==> config.mk <==
export PLATFORM = sky130hd
export DESIGN_NAME = fd_hazard_pipe
export DESIGN_NICKNAME = d
export VERILOG_FILES = /design/src/rtl/fd_hazard_pipe.sv
export SDC_FILE = /design/constraint.sdc
export NUM_CORES = 1
export LEC_CHECK = 0
export ABC_CLOCK_PERIOD_IN_PS = 2990
export CORE_MARGIN = 1
export CORE_UTILIZATION = 34
export CTS_CLUSTER_DIAMETER = 40
export DETAILED_ROUTE_END_ITERATION = 8
export PLACE_DENSITY = 0.7
export SLEW_MARGIN = 20
export SYNTH_ARGS = -nofsm -noshare
export SYNTH_HDL_FRONTEND = slang
export SYNTH_SLANG_ARGS = --single-unit
==> constraint.sdc <==
create_clock -name clk -period 2.99 [get_ports clk]
set_clock_uncertainty 0.15 [all_clocks]
set_input_delay 0.7475 -clock clk [delete_from_list [all_inputs] [get_ports clk]]
set_output_delay 0.7475 -clock clk [all_outputs]
set_load 0.05 [all_outputs]
==> src/rtl/fd_hazard_pipe.sv <==
// fd_hazard_pipe
// IF/ID pipeline register and hazard controller. It sits between fetch and
// decode and feeds the DX pipeline register. It captures the fetched
// instruction and PC+2, and drives the PC write-enable and a DX bubble
// request. It handles load-use stalls, redirects resolved in X,
// instruction-memory stalls and the HALT freeze. It also keeps a saturating
// count of stall cycles.
//
// Ports
//   clk, rst       clock, asynchronous active-high reset
//   if_instr       instruction from fetch
//   if_pc_inc      PC+2 from fetch
//   imem_stall     fetch data not ready this cycle
//   x_redirect     taken branch/jump resolved in X this cycle
//   dx_memRead     instruction in DX is a load
//   dx_regWrite    instruction in DX writes the register file
//   dx_writeReg    destination register of the instruction in DX
//   dec_usesRs     decoded FD_instr reads Rs (FD_instr[10:8])
//   dec_usesRt     decoded FD_instr reads Rt (FD_instr[7:5])
//   FD_instr       registered instruction to decode
//   FD_pc_inc      registered PC+2
//   FD_valid       FD holds a real instruction
//   pc_write       PC update enable (combinational)
//   dx_bubble      zero the DX control signals at the next edge (combinational)
//   halted         registered HALT state indicator
//   stall_cycles   saturating count of load-use and imem stall cycles
module fd_hazard_pipe #(
  parameter logic [15:0] NOP_INSTR = 16'h0800,
  parameter logic [4:0]  HALT_OP   = 5'b00000,
  parameter int          CNT_W     = 16
) (
  input  logic             clk,
  input  logic             rst,
  input  logic [15:0]      if_instr,
  input  logic [15:0]      if_pc_inc,
  input  logic             imem_stall,
  input  logic             x_redirect,
  input  logic             dx_memRead,
  input  logic             dx_regWrite,
  input  logic [2:0]       dx_writeReg,
  input  logic             dec_usesRs,
  input  logic             dec_usesRt,
  output logic [15:0]      FD_instr,
  output logic [15:0]      FD_pc_inc,
  output logic             FD_valid,
  output logic             pc_write,
  output logic             dx_bubble,
  output logic             halted,
  output logic [CNT_W-1:0] stall_cycles
);

  typedef enum logic [1:0] {
    RUN      = 2'd0,
    LU_STALL = 2'd1,
    HALT     = 2'd2
  } state_t;

  state_t state;

  logic lu_haz;
  logic is_halt;
  logic take_lu;
  logic cnt_inc;

  // A load in DX whose destination matches a source that the instruction in FD
  // actually reads. Only one bubble is ever needed. After one cycle the load is
  // in XM and forwarding covers it, so LU_STALL ignores the hazard.
  always_comb begin
    lu_haz  = FD_valid & dx_memRead & dx_regWrite &
              ((dec_usesRs & (FD_instr[10:8] == dx_writeReg)) |
               (dec_usesRt & (FD_instr[7:5]  == dx_writeReg)));
    is_halt = FD_valid & (FD_instr[15:11] == HALT_OP);
    take_lu = lu_haz & (state == RUN);
  end

  // The priority is redirect, then HALT (current state or decoded), then
  // load-use, then imem stall, then normal. A redirect lets the PC load the
  // target and squashes whatever is in FD. HALT lets itself drain into DX but
  // stops the PC. An imem stall only holds the PC. The FD instruction still
  // advances.
  always_comb begin
    pc_write  = 1'b0;
    dx_bubble = 1'b0;
    cnt_inc   = 1'b0;
    if (rst) begin
      pc_write  = 1'b0;
      dx_bubble = 1'b0;
    end else if (x_redirect) begin
      pc_write  = 1'b1;
      dx_bubble = 1'b1;
    end else if (state == HALT || is_halt) begin
      pc_write  = 1'b0;
    end else if (take_lu) begin
      dx_bubble = 1'b1;
      cnt_inc   = 1'b1;
    end else if (imem_stall) begin
      cnt_inc   = 1'b1;
    end else begin
      pc_write  = 1'b1;
    end
  end

  // FD register and the control FSM. The stall and HALT branches leave
  // FD_pc_inc untouched. Its value only matters while FD_valid is set.
  always_ff @(posedge clk or posedge rst) begin
    if (rst) begin
      FD_instr  <= NOP_INSTR;
      FD_pc_inc <= '0;
      FD_valid  <= 1'b0;
      state     <= RUN;
      halted    <= 1'b0;
    end else if (x_redirect) begin
      FD_instr  <= NOP_INSTR;
      FD_pc_inc <= '0;
      FD_valid  <= 1'b0;
      state     <= RUN;
      halted    <= 1'b0;
    end else begin
      case (state)
        HALT: begin
          FD_instr <= NOP_INSTR;
          FD_valid <= 1'b0;
          halted   <= 1'b1;
        end
        default: begin
          if (is_halt) begin
            FD_instr <= NOP_INSTR;
            FD_valid <= 1'b0;
            state    <= HALT;
            halted   <= 1'b1;
          end else if (take_lu) begin
            state    <= LU_STALL;
          end else if (imem_stall) begin
            FD_instr <= NOP_INSTR;
            FD_valid <= 1'b0;
            state    <= RUN;
          end else begin
            FD_instr  <= if_instr;
            FD_pc_inc <= if_pc_inc;
            FD_valid  <= 1'b1;
            state     <= RUN;
          end
        end
      endcase
    end
  end

  // The stall counter stops at all-ones instead of wrapping.
  always_ff @(posedge clk or posedge rst) begin
    if (rst) begin
      stall_cycles <= '0;
    end else if (cnt_inc && (stall_cycles != {CNT_W{1'b1}})) begin
      stall_cycles <= stall_cycles + CNT_W'(1);
    end
  end

endmodule

Word level (Yosys, flattened, before mapping)

Index checks and enable logic that the tools add are counted.

$add $sub $neg: 1
Equality and inequality tests: 9
Muxes and demuxes: 35
Bitwise gates (word level): 8
Reductions and logical operators: 6

Operator list:

| cell                  | count |
|---|---|
| $mux 16               | 10 |
| $mux 1                | 22 |
| $add 16x1->16 const B | 1 |
| $ne 16x16->1 const B  | 1 |
| $and 1x1->1           | 7 |
| $eq 3x3->1            | 2 |
| $mux 2                | 3 |
| $ne 2x2->1 const B    | 3 |
| $logic_not 5->1       | 1 |
| $ne 4x3->1 const B    | 1 |
| $reduce_and 4->1      | 1 |
| $reduce_bool 3->1     | 1 |
| $eq 2x2->1 const B    | 1 |
| $logic_not 2->1       | 1 |
| $ne 2x1->1 const B    | 1 |
| $logic_and 1x1->1     | 1 |
| $logic_or 1x1->1      | 1 |
| $or 1x1->1            | 1 |

Register bits: 52

Logic depth before layout (Yosys ltp)

Gate-level depths: netlist of the first run.

Word-level depth: 10
Mapped depth: 7

Worst setup path after synthesis of the first run

OpenSTA, ideal clock, no wires.

Kind: input -> output
Start point: input port dx_writeReg[1]
End point: output port dx_bubble
Arrival time: 2.535 ns
Required time: 2.092 ns
Slack: -0.442 ns
Stages: 7
Cells stage by stage: xnor2_1 > nand4_1 > a2111oi_4 > buf_6 > buf_6 > a21oi_1 > nor2_1

Cells in the longest elaborated chain, start to end: 9
Elaborated cells between the ends (all ways): 11

RTL lines:

| element                        | line   | source |
|---|---|---|
| start: declaration             | 40     | `input logic [2:0] dx_writeReg,` |
| $eq 3x3->1 (on tied branches)  | 70, 71 |  |
| $and 1x1->1 (on tied branches) | 70, 71 |  |
| $or 1x1->1 (*)                 | 70     | `((dec_usesRs & (FD_instr[10:8] == dx_writeReg)) \|` |
| $and 1x1->1 (*)                | 69     | `lu_haz = FD_valid & dx_memRead & dx_regWrite &` |
| $and 1x1->1 (*)                | 73     | `take_lu = lu_haz & (state == RUN);` |
| $mux 1 (*)                     | 93     | `end else if (take_lu) begin` |
| $mux 1 (*)                     | 91     | `end else if (state == HALT \|\| is_halt) begin` |
| $mux 1 (*)                     | 88     | `end else if (x_redirect) begin` |
| $mux 1 (*)                     | 85     | `if (rst) begin` |
| end: declaration               | 47     | `output logic dx_bubble,` |

Every way passes the cells marked *; elsewhere a longest branch is shown, timed or not.

Worst setup path after layout of the first run

Start point: input port dx_writeReg[0]
End point: output port dx_bubble

Same word-level chain as after synthesis.

==> results of run 1 <==
[cell usage in the layout, fill, tap and decap left out, types with 2 or more instances in the layout]
cell type and instances:
clkdlybuf4s50_1 87, dfrtp_1 51, a21oi_1 34, nand3_1 27, o211ai_1 24, xnor2_1 16, buf_4 16, o21ai_0 13
nand2_1 7, clkbuf_8 6, xnor2_2 5, and2_1 5, o2111ai_1 5, nor2_1 4, and3_1 4, nand2b_1 3
nand4_1 3, o21ai_1 3, and4_1 3, buf_6 3, nor2b_1 2, a211oi_1 2, a2111oi_0 2, inv_1 2
nor2_4 2, clkbuf_1 2, dlygate4sd2_1 2
[timing repair]
action,CTS,global route
resized for setup,25,2
hold buffers,0,0
buffers inserted,3,0
setup endpoints to repair,2,2
pin swaps,9,3
[flip-flops by register name, summed over array words and instances, names as in the netlist]
| name | flops |
|---|---|
| FD_valid | 1 |
| state | 2 |
| FD_pc_inc | 16 |
| FD_instr | 16 |
| stall_cycles | 16 |
| halted | 1 |
[where the power goes]
part / internal, W / switching [W] / leakage [nW] / total [W]
Sequential: 0.000754 / 0.0000501 / 0.698 / 0.000804
Combinational: 0.000208 / 0.000314 / 0.756 / 0.000522
Clock: 0.000189 / 0.000212 / 0.0455 / 0.000401
Total: 0.00115 / 0.000576 / 1.50 / 0.00173
[layout make-up]
type / count / share of cell area
clock buffers: 8 / 0.0233
repair buffers: 110 / 0.279
well taps: 99 / 0.0321
flip-flops and latches: 52 / 0.337
inverters: 3 / 0.00291
multi-input cells: 182 / 0.326
[worst paths after layout]
check | slack, ns | start | to
max reg2reg | 0.35 | FD_instr[9] | stall_cycles[1]
min reg2reg | 0.34 | stall_cycles[11] | stall_cycles[11]
max | 0.04 | dx_writeReg[0] | dx_bubble
min in group asynchronous | 0.81 | rst | FD_valid
min | 0.34 | stall_cycles[11] | stall_cycles[11]
max in group asynchronous | 1.24 | rst | FD_pc_inc[15]
[kinds of logic (layout without fill, tap and decap cells)]
kind of cell	after synthesis	count (layout)	share of synthesized area
adder cells (fa/ha/maj)	1	1	0.00476
AO/OA/AOI/OAI	91	91	0.229
XOR/XNOR	21	21	0.0700
multiplexers	1	1	0.00429
flip-flops	52	52	0.496
AND/OR/NAND/NOR	68	68	0.141
buffers and inverters	28	121	0.0552
[metrics by stage]
step           power, W  area, sq um  worst slack [ns]   util
2_1_floorplan   0.00113         2680           -0.0640      -
3_3_place_gp    0.00133         3720            -0.368  0.505
3_5_place_dp    0.00134         3720            -0.390  0.505
4_1_cts         0.00175         3860            0.0125  0.523
5_1_grt         0.00182         3860           -0.0263  0.524
6_report        0.00173         3860            0.0419  0.524
[critical path, delay by kind of cell]
family	cells	cell delay (ns)
buffers and inverters	3	0.41
xor gates and xnor gates	1	0.12
and+or+nand+nor	2	0.24
AOI/OAI and AO/OA	2	0.52
[per-layer routing]
layer  global-route usage  vias to the layer above  share of wire
li1                     -                     1141              -
met1                0.261                     1135           0.47
met2                0.269                      100           0.46
met5                    0                        -              0
met4               0.0444                        0         0.0070
met3               0.0305                        2          0.055
==> reports/results.ini, run 1 <==
[run_status]
status = completed

[place]
port-buffer-count = 94
place_inst = 443
place.gp.congestion = 0.858
dp_hpwl_um = 4870

[yosys]
yosys_register_bits = 52
synthCells = 262
synth.avg_cell_area_sq_um = 10.0
synth.top_cell.area_share = 0.486
yosysMostFrequentCell = dfrtp_1
synth_area_leaders = dfrtp_1, xnor2_1, a21oi_1, o211ai_1, nand3_1
syn_nets = 306
synth-async-reset-ratio = 1.00
ys_types = 39
synth_ff_type = dfrtp_1
syn-cell-area_sq_um = 2630
yosysWarnings = 0
seq_area_frac_synth = 0.496
yosysTopAreaCell = dfrtp_1
synth_edf_count = 0
synthTopCellsByCount = dfrtp_1, a21oi_1, nand3_1

[setup_path]
crit_required_ns = 2.09
worstRegToRegCells = 8
cp_slowest_stage_delay_ns = 0.41
criticalPathCategory = input pin to output pin
end_kind = output pin
cp_slowest_cell = a2111oi_4
cp_max_fo = 2
cp.arrival_ns = 2.05
startpoint_type = input pin
cp_cell_sequence = buf_8, xnor2_2, nand4_1, buf_4, a2111oi_4, a21oi_4, nor2_4, buf_12

[timing]
slew_headroom = 0.641
slew_viol_final = 0
timing.final.crit_share = 0.986
hold_viol = 0
max_freq_ghz = 0.339
setup_viol_count_final = 0
tns_ns = 0
fin_hold_ws_ns = 0.339
rsz0062_at_grt = true
finalWorstPathRequiredPeriod_ns = 2.95
worstMarginPinSlew_ns = 0.537

[die]
io_pins = 95
die_area_sq_um = 8080
rows = 31
die_x_um = 89.9
start_util = 0.357
dieHeight_um = 89.9
coreArea_sq_um = 7370

[route]
wl_per_cell_um = 15.3
drt_iter0_drc = 134
drt-total-wl_um = 6970
vias = 2378
vias_per_cell = 5.24
dr.pass1.iters = 4
ant_nets = 0
drc = 0

[cts]
root_buffer = clkbuf_8
cts_tree = built
insertion_delay_ns = 0.29
clock_sinks = 52
htree_levels = 2
cts_max_path_buffers = 2
cts_buffers = 5
clk_pin_slew_ns = 0.09

[grt]
grt_max_degree = 49
antenna_found_initial = 0
grt_pass1_vias = 2295
grt_util_all_layers = 0.177
grt_pass1_wl_um = 11700
grt_overflow = 0

[power]
peakVddDrop_mv = 0.261
leakage_nw = 1.50
power_density_nw_per_um2 = 447

[final_layout]
finalNonFillerCells = 454
multi_input_area_sq_um = 1260
n_fill_cell = 683
area_delta_synth_final_pct = 47.0
seq_area_sq_um = 1300
drive_gt1_frac = 0.130
insertedDiodeCount = 0
final_nets = 398

[job]
maxCapViolCount = 0

[worst_hold_path]
hold_path_depth = 1
worst_hold_path_type = register to register

No activity file was read; power rests on OpenSTA's default activity.
==> run 2, diff against run 1 <==
- PLACE_DENSITY: 0.7 -> unset
- PLACE_DENSITY_LB_ADDON: unset -> 0.12
- RECOVER_POWER: unset -> 100
==> run 2 against run 1 <==
Effect of this change: hold slack better by 0.0075 ns; total power is 1.4% lower; first-iteration DRC count is 5.2% higher; highest routed layer unchanged; clock power is 4% lower; die area stayed put.
==> reports/results.ini, run 2 (same netlist as run 1, synthesis figures left out) <==
[run_status]
status = completed

[final_layout]
fin_util = 0.522
area_delta_synth_final_pct = 46.3
layout_common_cells = clkdlybuf4s50_1, dfrtp_1, a21oi_1
insertedDiodeCount = 0
largestRegisters = FD_instr: 16 flops, FD_pc_inc: 16 flops, stall_cycles: 16 flops
layout_commonest_cell = clkdlybuf4s50_1
final_nets = 397
finalNonFillerCells = 453
drive_gt1_frac = 0.116

[die]
die_x_um = 89.9
coreArea_sq_um = 7370
io_pins = 95
dieHeight_um = 89.9
die_area_sq_um = 8080
start_util = 0.357
rows = 31

[grt]
grt_pass1_vias = 2350
grt_overflow = 0
grt_util_met1 = 0.270
grt_use_met2 = 0.272
grt.busiest_layer = met2
grt_max_degree = 49
grt_util_all_layers = 0.184
antenna_found_initial = 0
grt_pass1_wl_um = 12200
grtUsageMet3 = 0.0499

[cts]
htree_levels = 2
cts_tree = built
cts_buffers = 5
insertion_delay_ns = 0.30
cts_max_path_buffers = 2
clk_pin_slew_ns = 0.09
root_buffer = clkbuf_8
clock_sinks = 52
cts_hold_buf = 0

[setup_path]
cp_cell_sequence = buf_8, xnor2_2, nand4_1, a2111o_1, a21oi_2, nor2_4, buf_8
path_delay_family = compound AO/OA/AOI/OAI gates
worst-path-buf-inv = 2
startpoint_type = input pin
cp_slowest_cell = a2111o_1
end_kind = output pin
cp.arrival_ns = 2.09
crit_required_ns = 2.09
cp_max_fo = 2
cp_common_cell = buf_8
cp_slowest_stage_delay_ns = 0.52
criticalPathCategory = input pin to output pin

[place]
place_inst = 445
port-buffer-count = 94
dp_hpwl_um = 4980
place.gp.congestion = 0.767

[route]
dr.pass1.iters = 4
drc = 0
vias_per_cell = 5.16
ant_nets = 0
vias = 2336
drt_iter0_drc = 141
drt-total-wl_um = 7150
wl_per_cell_um = 15.8

[worst_hold_path]
worst_hold_path_type = register to register

[timing]
hold_viol = 0
setup_viol_count_final = 0
slew_headroom = 0.359
finalWorstPathRequiredPeriod_ns = 2.98
timing.final.crit_share = 0.998
max_freq_ghz = 0.335
worstMarginPinSlew_ns = 0.962
rsz0062_at_grt = true
fin_hold_ws_ns = 0.347
slew_viol_final = 0

[power]
power_density_nw_per_um2 = 443
leakage_nw = 1.58
peakVddDrop_mv = 0.334

[job]
maxCapViolCount = 0

## run 2: cell count changes in the layout (fill, tap and decap cells not counted), moves of 2 or more
cell / previous run / this run
dlygate4sd2_1: 2 / 4
buf_4: 16 / 11
dlygate4sd3_1: 0 / 33
clkdlybuf4s50_1: 87 / 52
buf_6: 3 / 1
clkbuf_2: 0 / 2
clkbuf_1: 2 / 5
buf_8: 1 / 3
## run 2: cell type report
class / instances / area, sq um
Clock buffer: 8 / 80.1
Multi-Input combinational cell: 182 / 1260
Fill cell: 701 / 3530
Sequential cell: 52 / 1300
Inverter: 3 / 11.3
Timing Repair Buffer: 109 / 1060
Tap cell: 99 / 124
## run 2: final timing paths
path | start | endpoint | slack, ns | cells after the start
min | stall_cycles[13] | stall_cycles[13] | 0.35 | 1
max | dx_writeReg[1] | pc_write | 0.006 | 7
min reg2reg | stall_cycles[13] | stall_cycles[13] | 0.35 | 1
min in group asynchronous | rst | FD_instr[0] | 0.97 | 3
max reg2reg | FD_instr[7] | stall_cycles[1] | 0.15 | 6
max in group asynchronous | rst | FD_instr[6] | 0.71 | 4
## run 2: what timing repair did
action	in CTS	in global routing
pin swaps	8	8
buffers inserted	0	0
gates resized for setup	25	6
endpoints found under the setup margin	3	2
## run 2: per-layer routing
metal  wire [um]  up-vias  part of all wire
li1            -     1145                 -
met1        3490     1095              0.49
met2        3080       92              0.43
met3         536        4             0.075
met4          45        0            0.0063
met5           0        -                 0
## run 2: power breakdown
group          switching, W  internal [W]  total, W
Combinational      0.000315      0.000199  0.000514
Sequential        0.0000498      0.000754  0.000804
Clock              0.000219      0.000167  0.000386
Total              0.000584       0.00112   0.00170
## run 2: metrics by stage
step | setup TNS (ns) | power, W | setup WS [ns] | instance area, sq um
3_3_place_gp | -8.18 | 0.00134 | -0.487 | 3730
2_1_floorplan | -0.0881 | 0.00113 | -0.0640 | 2680
4_1_cts | -0.0130 | 0.00173 | -0.0130 | 3830
3_5_place_dp | -9.60 | 0.00134 | -0.507 | 3730
5_1_grt | -0.239 | 0.00179 | -0.0548 | 3840
6_report | 0 | 0.00170 | 0.00587 | 3840
